**src/rtl/flot_isqrt_guard.sv**
```systemverilog
// Guard logic around a pipelined inverse-square-root core: classifies special
// operands, substitutes their results, and adds valid/ready flow control.
module flot_isqrt_guard #(
  parameter int WIDTH     = 16,
  parameter int WIDTH_exp = 4,
  parameter int WIDTH_mat = 11,
  parameter int LAT       = 3
) (
  input  logic             CLK,
  input  logic             nRST,
  input  logic             in_valid,
  output logic             in_ready,
  input  logic [WIDTH-1:0] in_data,
  output logic [WIDTH-1:0] core_OP,
  output logic             core_CE,
  output logic             core_exce_in,
  input  logic [WIDTH-1:0] core_result,
  input  logic             core_exce_out,
  output logic             out_valid,
  input  logic             out_ready,
  output logic [WIDTH-1:0] out_data,
  output logic             out_exce,
  output logic             busy
);

  localparam int CW = $clog2(LAT + 2);
  localparam logic [CW-1:0]        CNT_ONE   = {{(CW-1){1'b0}}, 1'b1};
  localparam logic [CW-1:0]        CNT_ZERO  = {CW{1'b0}};
  localparam logic [WIDTH_exp-1:0] EXP_ONES  = {WIDTH_exp{1'b1}};
  localparam logic [WIDTH_exp-1:0] EXP_ZERO  = {WIDTH_exp{1'b0}};
  localparam logic [WIDTH_mat-1:0] MAT_ZERO  = {WIDTH_mat{1'b0}};
  localparam logic [WIDTH-1:0]     WORD_ZERO = {WIDTH{1'b0}};
  localparam logic [WIDTH-1:0]     QNAN_WORD = {1'b0, EXP_ONES, 1'b1, {(WIDTH_mat-1){1'b0}}};

  // Signed zero gets its own class so the tag alone rebuilds the result.
  typedef enum logic [2:0] {
    CLS_NORMAL = 3'd0,
    CLS_ZERO_P = 3'd1,
    CLS_ZERO_N = 3'd2,
    CLS_INF    = 3'd3,
    CLS_NEG    = 3'd4,
    CLS_NAN    = 3'd5
  } cls_e;

  typedef struct packed {
    logic vld;
    cls_e cls;
  } tag_t;

  function automatic cls_e classify(input logic [WIDTH-1:0] x);
    logic                 sgn;
    logic [WIDTH_exp-1:0] ex;
    logic [WIDTH_mat-1:0] mt;
    cls_e                 c;
    sgn = x[WIDTH-1];
    ex  = x[WIDTH-2 -: WIDTH_exp];
    mt  = x[WIDTH_mat-1:0];
    if (ex == EXP_ONES && mt != MAT_ZERO) c = CLS_NAN;
    else if (ex == EXP_ZERO)              c = sgn ? CLS_ZERO_N : CLS_ZERO_P;
    else if (sgn)                         c = CLS_NEG;
    else if (ex == EXP_ONES)              c = CLS_INF;
    else                                  c = CLS_NORMAL;
    return c;
  endfunction

  tag_t             tag_q [LAT];
  tag_t             tag_d [LAT];
  logic [WIDTH-1:0] op_q, op_d;
  logic [WIDTH-1:0] out_data_q, out_data_d;
  logic             out_valid_q, out_valid_d;
  logic             out_exce_q, out_exce_d;
  logic [CW-1:0]    cnt_q, cnt_d;
  logic             stall_s, ce_s, accept_s, hs_s, load_s;
  cls_e             cls_s;
  tag_t             last_s;

  always_comb begin
    stall_s  = out_valid_q & ~out_ready;
    ce_s     = ~stall_s;
    accept_s = in_valid & ce_s;
    hs_s     = out_valid_q & out_ready;
    cls_s    = classify(in_data);
    last_s   = tag_q[LAT-1];
    load_s   = ce_s & last_s.vld;
  end

  // Tags shadow the core pipeline and move only while the core is enabled.
  always_comb begin
    op_d = op_q;
    for (int i = 0; i < LAT; i++) tag_d[i] = tag_q[i];
    if (ce_s) begin
      tag_d[0].vld = accept_s;
      tag_d[0].cls = cls_s;
      for (int i = 1; i < LAT; i++) tag_d[i] = tag_q[i-1];
      if (accept_s) op_d = (cls_s == CLS_NORMAL) ? in_data : WORD_ZERO;
      else          op_d = op_q;
    end else begin
      op_d = op_q;
    end
  end

  always_comb begin
    out_valid_d = out_valid_q;
    out_data_d  = out_data_q;
    out_exce_d  = out_exce_q;
    if (load_s) begin
      out_valid_d = 1'b1;
      case (last_s.cls)
        CLS_NORMAL: begin out_data_d = core_result;                    out_exce_d = core_exce_out; end
        CLS_ZERO_P: begin out_data_d = {1'b0, EXP_ONES, MAT_ZERO};     out_exce_d = 1'b1;          end
        CLS_ZERO_N: begin out_data_d = {1'b1, EXP_ONES, MAT_ZERO};     out_exce_d = 1'b1;          end
        CLS_INF:    begin out_data_d = WORD_ZERO;                      out_exce_d = 1'b0;          end
        default:    begin out_data_d = QNAN_WORD;                      out_exce_d = 1'b1;          end
      endcase
    end else if (hs_s) begin
      out_valid_d = 1'b0;
    end else begin
      out_valid_d = out_valid_q;
    end
  end

  always_comb begin
    case ({accept_s, hs_s})
      2'b10:   cnt_d = cnt_q + CNT_ONE;
      2'b01:   cnt_d = cnt_q - CNT_ONE;
      default: cnt_d = cnt_q;
    endcase
  end

  always_ff @(posedge CLK) begin
    if (!nRST) begin
      for (int i = 0; i < LAT; i++) tag_q[i] <= '0;
      op_q        <= WORD_ZERO;
      out_valid_q <= 1'b0;
      out_data_q  <= WORD_ZERO;
      out_exce_q  <= 1'b0;
      cnt_q       <= CNT_ZERO;
    end else begin
      for (int i = 0; i < LAT; i++) tag_q[i] <= tag_d[i];
      op_q        <= op_d;
      out_valid_q <= out_valid_d;
      out_data_q  <= out_data_d;
      out_exce_q  <= out_exce_d;
      cnt_q       <= cnt_d;
    end
  end

  assign in_ready     = ce_s;
  assign core_CE      = ce_s;
  assign core_exce_in = 1'b0;
  assign core_OP      = op_q;
  assign out_valid    = out_valid_q;
  assign out_data     = out_data_q;
  assign out_exce     = out_exce_q;
  assign busy         = (cnt_q != CNT_ZERO);

endmodule

```
**config.mk**
```make
export PLATFORM = sky130hd
export DESIGN_NAME = flot_isqrt_guard
export DESIGN_NICKNAME = d
export VERILOG_FILES = /design/src/rtl/flot_isqrt_guard.sv
export SDC_FILE = /design/constraint.sdc
export NUM_CORES = 1
export LEC_CHECK = 0
export ABC_CLOCK_PERIOD_IN_PS = 5390
export BUFFER_PORTS_ARGS = -buffer_cell sky130_fd_sc_hd__buf_2
export CORE_AREA = 2 2 86 88
export CTS_CLUSTER_DIAMETER = 60
export DETAILED_ROUTE_END_ITERATION = 12
export DIE_AREA = 0 0 88 90
export PLACE_DENSITY = 0.49
export SYNTH_ARGS = -nofsm -noshare
export SYNTH_HDL_FRONTEND = slang
export SYNTH_SLANG_ARGS = --single-unit
```
**constraint.sdc**
```tcl
create_clock -name CLK -period 5.39 [get_ports CLK]
set_input_delay 0.8085 -clock CLK [delete_from_list [all_inputs] [get_ports CLK]]
set_output_delay 0.8085 -clock CLK [all_outputs]
set_load 0.1 [all_outputs]
```
* Word level (Yosys, flattened, before mapping)
Memories as Yosys holds them, arrays and structs flattened.
Index checks and enable logic that the tools add are counted.
** Word-level totals
- Bits in registers :: 37
- Bits in writable memories :: 12
- Output and inout bits :: 38
- Logic and storage cells :: 49
- Memories :: 1
** Memories
- tag_q :: depth 3, bits a word 4, rd ports 3, clocked after Yosys merged registers in 0, wr ports 3, line 66 : tag_t tag_q [LAT];
** Cells by class
- Add/sub/neg operators :: 2
- Equality and inequality tests :: 6
- Mux-type cells :: 17
- Bitwise gates (word level) :: 9
- Reduce and logical (&&, ||, !) cells :: 9
** Operator list (count)
- $pmux W16 S4 :: 1
- $mux W16 :: 1
- $mux W12 :: 1
- $mux W4 :: 3
- $reduce_bool A11 Y1 :: 1
- $mux W3 :: 3
- $eq A3 B2 Y1 const B :: 2
- $logic_not A3 Y1 :: 2
- $pmux W3 S2 :: 1
- $and A1 B1 Y1 :: 4
- $eq A4 B4 Y1 const B :: 1
- $logic_not A4 Y1 :: 1
- $mux W1 :: 4
- $mux W2 :: 2
- $reduce_bool A2 Y1 :: 2
- $add A3 B1 Y3 const B :: 1
- $eq A3 B1 Y1 const B :: 1
- $or A1 B1 Y1 :: 3
- $reduce_bool A3 Y1 :: 1
- $sub A3 B1 Y3 const B :: 1
- $eq A2 B1 Y1 const B :: 1
- $eq A2 B2 Y1 const B :: 1
- $not A1 Y1 :: 2
- $pmux W1 S2 :: 1
- other kinds (2) :: 2

* Longest topological paths before layout
Gate-level depths: netlist of the first run.
- Depth after elaboration :: 7
- Gate-level depth with buffers :: 11
- Depth with buffers taken out :: 9

* Least setup slack after synthesis of the first run
OpenSTA, ideal clock, no wires.
- Path type :: register -> register
- Start :: register out_valid_q, in the netlist out_valid
- End :: register cnt_q[2]
- Library setup time :: 76 ps
- Arrival :: 2877 ps
- Data required time :: 5314 ps
- Slack :: 2437 ps
- Cell stages (with the launch flop) :: 12
- Cell sequence :: dfxtp_1 nor2b_2 buf_6 inv_4 nand2_2 buf_4 ha_1 inv_1 fa_1 xor2_1 or3_1 a21boi_0
** Between the ends
- Longest elaborated chain between the ends :: 5
- Elaborated cells between the ends (all ways) :: 8
- Classes of those cells :: eq/ne (2); mux (1); bitwise (4); reduce/logical (1)
** RTL lines
- start: declaration :: line 70 : logic out_valid_q, out_valid_d;
- start signal: assignment :: line 141 : out_valid_q <= out_valid_d;
- $and A1 B1 Y1 :: line 78 : stall_s = out_valid_q & ~out_ready;
- $not A1 Y1 (no source line)
- $and A1 B1 Y1 :: line 80 : accept_s = in_valid & ce_s;
- $eq A2 B1 Y1 or $eq A2 B2 Y1 (tied branches) :: line 123 : case ({accept_s, hs_s})
- $pmux W3 S2 or $reduce_bool A2 Y1 (tied branches)
- end signal: assignment :: line 144 : cnt_q <= cnt_d;
- end: declaration :: line 72 : logic [CW-1:0] cnt_q, cnt_d;
Several ways; a longest one is shown, not always the timed one.
A chain may end at the register's enable or synchronous reset.

* Worst setup path after layout of the first run
- Start :: input port out_ready
- End :: register cnt_q[2]
** Between the ends
- Longest elaborated chain between the ends :: 6
- Elaborated cells between the ends (all ways) :: 9
- Classes of those cells :: eq/ne (2); mux (1); bitwise (5); reduce/logical (1)
** RTL lines
- start: declaration :: line 20 : input logic out_ready,
- $not A1 Y1 :: line 78
- $and A1 B1 Y1 :: line 78
- $not A1 Y1 (no source line)
- $and A1 B1 Y1 :: line 80
- $eq A2 B1 Y1 or $eq A2 B2 Y1 (tied branches) :: line 123
- $pmux W3 S2 or $reduce_bool A2 Y1 (tied branches)
Several ways; a longest one is shown, not always the timed one.

==> impl_metrics.csv, run 1 <==
group,metric,value,unit
clock_tree,cts_setup_buffers,0,
timing,min_period,3.19,ns
synthesis,synthesized_instance_count,210,
timing,clock-skew-final,0.00842,ns
clock_tree,clock_sink_count,49,
pwr,power_density,314,mW/mm^2
pwr,leakagePower,1.06,nW
cells_and_area,area_delta_synth_final,24.3,%
pwr,power.share.switching,29.8,%
worst_setup_path,setup.worst_path.end_class,"flop",
clock_tree,clock-root-buffer,"clkbuf_8",
worst_setup_path,worst-setup-path-type,"input pin to flop",
detailed_routing,drtAntennaViolNets,0,
synthesis,synth-seq-area-share,47.9,%
place,io_buffers,73,
synthesis,dominantRegCellSynth,"dfxtp_1",
synthesis,yosys_register_bits,49,
timing,report.final.slew_viol_count,0,
detailed_routing,drtPass1Iterations,4,
die,pin_count,75,
detailed_routing,drc_errors,0,
synthesis,synth_common_cells,"49 x dfxtp_1, 26 x nand2_1, 26 x nor2b_1, 14 x a22oi_1, 11 x a32oi_1",
die,die-area,0.00792,sq mm
die,die_w,88,um
timing,setup_tns,0,ns
flow_run,drv_cap,0,
pwr,ir_drop,0.000117,V
synthesis,synth_area_leaders,"dfxtp_1 48%, nor2b_1 7.9%, a22oi_1 5.1%, nand2_1 4.8%, a32oi_1 4.7%",
place,routabilityCongestion,0.682,
run_status,status,"finished, final reports clean",
clock_tree,cts.repair.resized,0,
clock_tree,cts_tree,"yes",
synthesis,ys_async_sr_fraction,0,%
timing,finalHoldViolCount,0,
pwr,power.share.combinational,18.1,%
clock_tree,clk_pin_slew,0.09,ns
detailed_routing,route.final.wire_length,4660,um
detailed_routing,route.detailed.wl_per_inst,12.4,um
timing,setup-violations-final,0,
worst_setup_path,worst_ep_required_time,5.63,ns
synthesis,synth.yosys.warnings,0,
detailed_routing,detailedRoute.firstIterationViolations,80,
synthesis,synth.largest_area_cell,"dfxtp_1",
timing,achievable-frequency,313,MHz
synthesis,syn_area_per_cell,9.75,sq um
synthesis,number_of_nets_in_the_synthesized_netlist,249,
timing,worst_pin_slew,0.825,ns
cells_and_area,fill_cell_total_of_the_finished_layout,759,
worst_setup_path,crit_path_cell_trace,"buf_2 > nor2b_2 > inv_4 > nand2_2 > ha_1 > inv_1 > fa_1 > xor2_1 > or3_1 > a21boi_0",
min_path,min-delay-path-class,"flop to flop",
grt,first_pass_grt_wire_length,7990,um
pwr,switchingPower,0.238,mW
clock_tree,h_tree_level_count,2,
synthesis,netlist.area_leader.share,47.9,%
synthesis,post-synth-top-count-cell,"dfxtp_1",
clock_tree,post_cts_hold_buffer_count,0,
grt,grt_start_max_net_pins,51,
place,hpwlAfterDp,3230,um
die,cell_row_count,31,
detailed_routing,route.vias.total,1691,
detailed_routing,drt-vias-per-instance,4.52,
die,die_y,90,um
clock_tree,clk_latency,0.30,ns
worst_setup_path,timing.critical_path.from_type,"input pin",
clock_tree,cts_buffer_depth,2,
worst_setup_path,max_stage_delay,0.65,ns
cells_and_area,final_layout_size_suffix_gt1_share,33.1,%
pwr,p_clk_share,34.2,%
grt,overall_global_routing_usage,12.6,%
timing,grt_setup_unrepaired,"no",
worst_setup_path,timing.critical_path.slowest_stage_cell,"nor2b_2",
timing,max_transition_margin,44.8,%
grt,number_of_global_route_vias_before_repair,1618,
die,effective_utilization_at_floorplan,29.2,%
grt,globalRoute.totalOverflow,0,
grt,grt_antenna_before_repair,0,
die,core_area,0.00702,sq mm
worst_setup_path,critical_path_arrival,3.43,ns
cells_and_area,n_antenna_cell,0,
timing,fin_crit_sh,59.3,%
cells_and_area,finish.net_count,313,
worst_setup_path,crit_fanout,18,
synthesis,syn-cell-area,0.00205,sq mm
clock_tree,numCtsBuffers,5,
pwr,p_seq_share,47.7,%
synthesis,synth_cell_types,38,
synthesis,synth_enable_flop_cells,0,
pwr,cellInternalPower,0.562,mW
pwr,totalPowerFinal,0.800,mW
## worst paths after layout
| check | slack (ns) | cells past startpoint | startpoint | end |
|---|---|---|---|---|
| min reg2reg | 0.46 | 2 | out_data[15]$_SDFFE_PN0P_ | out_data[15]$_SDFFE_PN0P_ |
| min | 0.46 | 2 | out_data[15]$_SDFFE_PN0P_ | out_data[15]$_SDFFE_PN0P_ |
| max reg2reg | 2.43 | 9 | out_valid$_SDFFE_PN0P_ | cnt_q[2]$_SDFFE_PN0P_ |
| max | 2.20 | 10 | out_ready | cnt_q[2]$_SDFFE_PN0P_ |
## cells in the final DEF (no fill, tap or decap), types with 2 or more instances in the layout
cell type,n
buf_2,73
dfxtp_1,49
nor2b_1,26
nand2_1,26
a22oi_1,14
a32oi_1,11
a21boi_0,10
o21ai_0,9
a21oi_1,7
clkbuf_8,6
inv_1,4
and2_1,4
nor4_1,3
nor2_1,3
or3_1,2
nor3_2,2
nor4_4,2
o221a_1,2
and3_1,2
xor2_1,2
## cells by family (layout without fill, tap and decap cells)
kind of cell / count (synthesis) / count (layout) / synth area share [%]
compound gates: 57 / 57 / 19.9
xor+xnor: 3 / 3 / 1.28
fa+ha+maj: 2 / 2 / 1.59
buf+inv: 21 / 86 / 6.29
flops: 49 / 49 / 47.9
mux: 1 / 1 / 0.550
other cells: 1 / 1 / 0.183
simple gates: 76 / 76 / 22.3
## critical path, delay by kind of cell
family / cells / cell delay, ns
AOI/OAI and AO/OA: 1 / 0.15
buffers and inverters: 3 / 0.36
xor gates and xnor gates: 1 / 0.18
and+or+nand+nor: 3 / 1.29
adders and majority gates: 2 / 0.62
## power groups by stage
stage                     Combinational, mW  Clock [mW]  Sequential, mW
after floorplan                      0.0586           0           0.446
after global placement                0.146           0           0.390
after detailed placement              0.146           0           0.390
after CTS                             0.146       0.286           0.382
after global routing                  0.155       0.300           0.384
final                                 0.145       0.274           0.382
## sequential cells by signal (all words and copies together) (netlist names)
name	cells
cnt_q	3
core_OP	16
out_data	16
out_exce	1
out_valid	1
tag_q	12
## layout make-up
class,instances,area (sq um),share of cell area (%)
Multi-Input combinational cell,140,938,36.9
Sequential cell,49,981,38.5
Inverter,5,21.3,0.835
Clock buffer,7,86.3,3.39
Clock inverter,1,30.0,1.18
Tap cell,99,124,4.86
Timing Repair Buffer,73,365,14.3
## per-layer routing
| metal | GRT usage [%] | wire length (um) | up-vias |
|---|---|---|---|
| met5 | 0 | 0 | - |
| met4 | 3.85 | 68 | 0 |
| met3 | 3.76 | 222 | 7 |
| met2 | 19.7 | 2160 | 41 |
| met1 | 16.6 | 2200 | 778 |
| li1 | - | - | 865 |
## stage by stage
step	hold WS, ns	worst slack (ns)	instance area (sq um)	utilization, %	cells
finish	0.456	2.20	2550	36.3	374
global route	0.499	1.96	2550	36.3	374
CTS	0.464	2.17	2550	36.3	374
detailed placement	0.451	1.86	2430	34.6	366
global placement	0.441	1.92	2430	34.6	366
floorplan	0.441	2.44	2050	-	210
Note: power is estimated with default switching activity, not from simulation.
==> run 2: changes to the inputs <==
- ABC_CLOCK_PERIOD_IN_PS: 5390 -> 3150
- clock period: 5.39 -> 3.15 ns (I/O delays scaled with it)
==> run 2 against run 1 <==
Compared with the run above: sequential share of layout area increased by 0.11 points; sequential power increased by 71%; register-to-register slack got worse by 1.6 ns; hold slack got worse by 0.050 ns; final area decreased by 0.29%; clock skew decreased by 0.0025 ns; critical path type is now flop to flop; largest cell class unchanged; largest power group unchanged.
==> impl_metrics.csv, run 2 (synthesis results as in run 1) <==
group,metric,value,unit
clock_tree,numCtsBuffers,5,
place,io_buffers,73,
place,place_area,0.00244,sq mm
grt,first_pass_grt_wire_length,7730,um
clock_tree,cts_setup_buffers,0,
worst_setup_path,setup.worst_path.end_class,"flop",
worst_setup_path,worst-setup-path-type,"flop to flop",
detailed_routing,drt-met1-wl,2240,um
clock_tree,post_cts_hold_buffer_count,0,
clock_tree,cts.repair.resized,0,
detailed_routing,drt-vias-per-instance,4.44,
cells_and_area,layout.cells.most_common,"buf_2",
clock_tree,clk_latency,0.30,ns
timing,setup-violations-final,0,
grt,grt_antenna_before_repair,0,
cells_and_area,finalCoreUtilization,36.2,%
place,hpwlAfterDp,3160,um
timing,fin_crit_sh,74.0,%
die,die_w,88,um
clock_tree,cts_buffer_depth,2,
pwr,switchingPower,0.409,mW
timing,clock-skew-final,0.00589,ns
detailed_routing,detailedRoute.firstIterationViolations,103,
clock_tree,clock-root-buffer,"clkbuf_8",
die,pin_count,75,
grt,grt_start_max_net_pins,51,
detailed_routing,routed_met3_length,266,um
pwr,power.share.combinational,18.9,%
clock_tree,clk_pin_slew,0.09,ns
timing,setup_ws,0.818,ns
detailed_routing,drtPass1Iterations,4,
pwr,ir_drop,0.000162,V
cells_and_area,finish.net_count,314,
timing,worst_pin_slew,0.754,ns
cells_and_area,area_delta_synth_final,23.9,%
die,core_area,0.00702,sq mm
timing,achievable-frequency,429,MHz
cells_and_area,n_antenna_cell,0,
grt,globalRoute.totalOverflow,0,
detailed_routing,route.final.wire_length,4620,um
cells_and_area,fin_area,0.00254,sq mm
place,routabilityCongestion,0.680,
flow_run,drv_cap,0,
detailed_routing,route.detailed.wl_per_inst,12.3,um
worst_setup_path,rrSetupSlack,0.82,ns
pwr,power_density,516,mW/mm^2
grt,overall_global_routing_usage,12.3,%
die,die_y,90,um
timing,max_transition_margin,49.7,%
detailed_routing,maxUsedRoutingLayer,"met4",
detailed_routing,drc_errors,0,
die,effective_utilization_at_floorplan,29.2,%
clock_tree,h_tree_level_count,2,
pwr,leakagePower,1.06,nW
place,place.detailed.instances,367,
clock_tree,cts_tree,"yes",
run_status,status,"finished, final reports clean",
timing,report.final.slew_viol_count,0,
timing,finalHoldViolCount,0,
pwr,p_seq_share,49.8,%
worst_setup_path,timing.critical_path.from_type,"flop",
cells_and_area,stdcell_count,375,
die,die-area,0.00792,sq mm
pwr,p_clk_share,31.3,%
timing,min_period,2.33,ns
place,pre_cts_ws,0.577,ns
worst_setup_path,crit_fanout,18,
worst_setup_path,critical_path_arrival,2.56,ns
timing,setup_tns,0,ns
detailed_routing,drtAntennaViolNets,0,
detailed_routing,route.vias.total,1665,
pwr,power.share.switching,31.2,%
cells_and_area,fill_cell_total_of_the_finished_layout,749,
clock_tree,clock_sink_count,49,
grt,number_of_global_route_vias_before_repair,1592,
min_path,min-delay-path-class,"input pin to flop",
worst_setup_path,worst_ep_required_time,3.38,ns
cells_and_area,final_layout_size_suffix_gt1_share,33.7,%
pwr,cellInternalPower,0.901,mW
cells_and_area,final_cell_mix,"73 x buf_2, 49 x dfxtp_1, 26 x nor2b_1, 26 x nand2_1, 14 x a22oi_1",
timing,grt_setup_unrepaired,"no",
die,cell_row_count,31,
detailed_routing,dr_wl_met2,2050,um
## run 2: path summary, 6_finish.rpt
path,depth (start not counted),from,endpoint
max,9,out_valid$_SDFFE_PN0P_,cnt_q[2]$_SDFFE_PN0P_
max reg2reg,9,out_valid$_SDFFE_PN0P_,cnt_q[2]$_SDFFE_PN0P_
min reg2reg,2,out_data[15]$_SDFFE_PN0P_,out_data[15]$_SDFFE_PN0P_
min,3,core_result[14],out_data[14]$_SDFFE_PN0P_
## run 2: final cells by class
class	instances	area (sq um)	share of cell area, %
Tap cell	99	124	4.88
Sequential cell	49	981	38.6
Inverter	5	21.3	0.838
Clock inverter	1	5.00	0.197
Timing Repair Buffer	74	373	14.7
Multi-Input combinational cell	140	938	37.0
Clock buffer	7	96.3	3.79
## run 2: routing by layer
| metal | vias to the layer above | track usage [%] |
|---|---|---|
| met5 | - | 0 |
| met4 | 0 | 4.23 |
| met1 | 744 | 16.2 |
| met2 | 49 | 18.9 |
| li1 | 866 | - |
| met3 | 6 | 3.95 |
## run 2: critical path, stage by stage (launching register included)
cell	delay, ns
dfxtp_1	0.34
nor2b_2	0.21
inv_4	0.11
nand2_2	0.30
ha_1	0.24
inv_1	0.06
fa_1	0.37
xor2_1	0.17
or3_1	0.30
a21boi_0	0.15
## run 2: power by group through the flow
stage | clock [mW] | sequential [mW] | combinational [mW]
2_1_floorplan | 0 | 0.763 | 0.100
3_3_place_gp | 0 | 0.668 | 0.250
3_5_place_dp | 0 | 0.668 | 0.250
4_1_cts | 0.434 | 0.653 | 0.250
5_1_grt | 0.460 | 0.656 | 0.265
6_report | 0.410 | 0.653 | 0.248
## run 2: metrics by stage
step / hold slack, ns / power [mW]
after global placement: 0.447 / 0.917
final: 0.406 / 1.31
after global routing: 0.401 / 1.38
after floorplan: 0.441 / 0.864
after CTS: 0.389 / 1.34
after detailed placement: 0.440 / 0.918
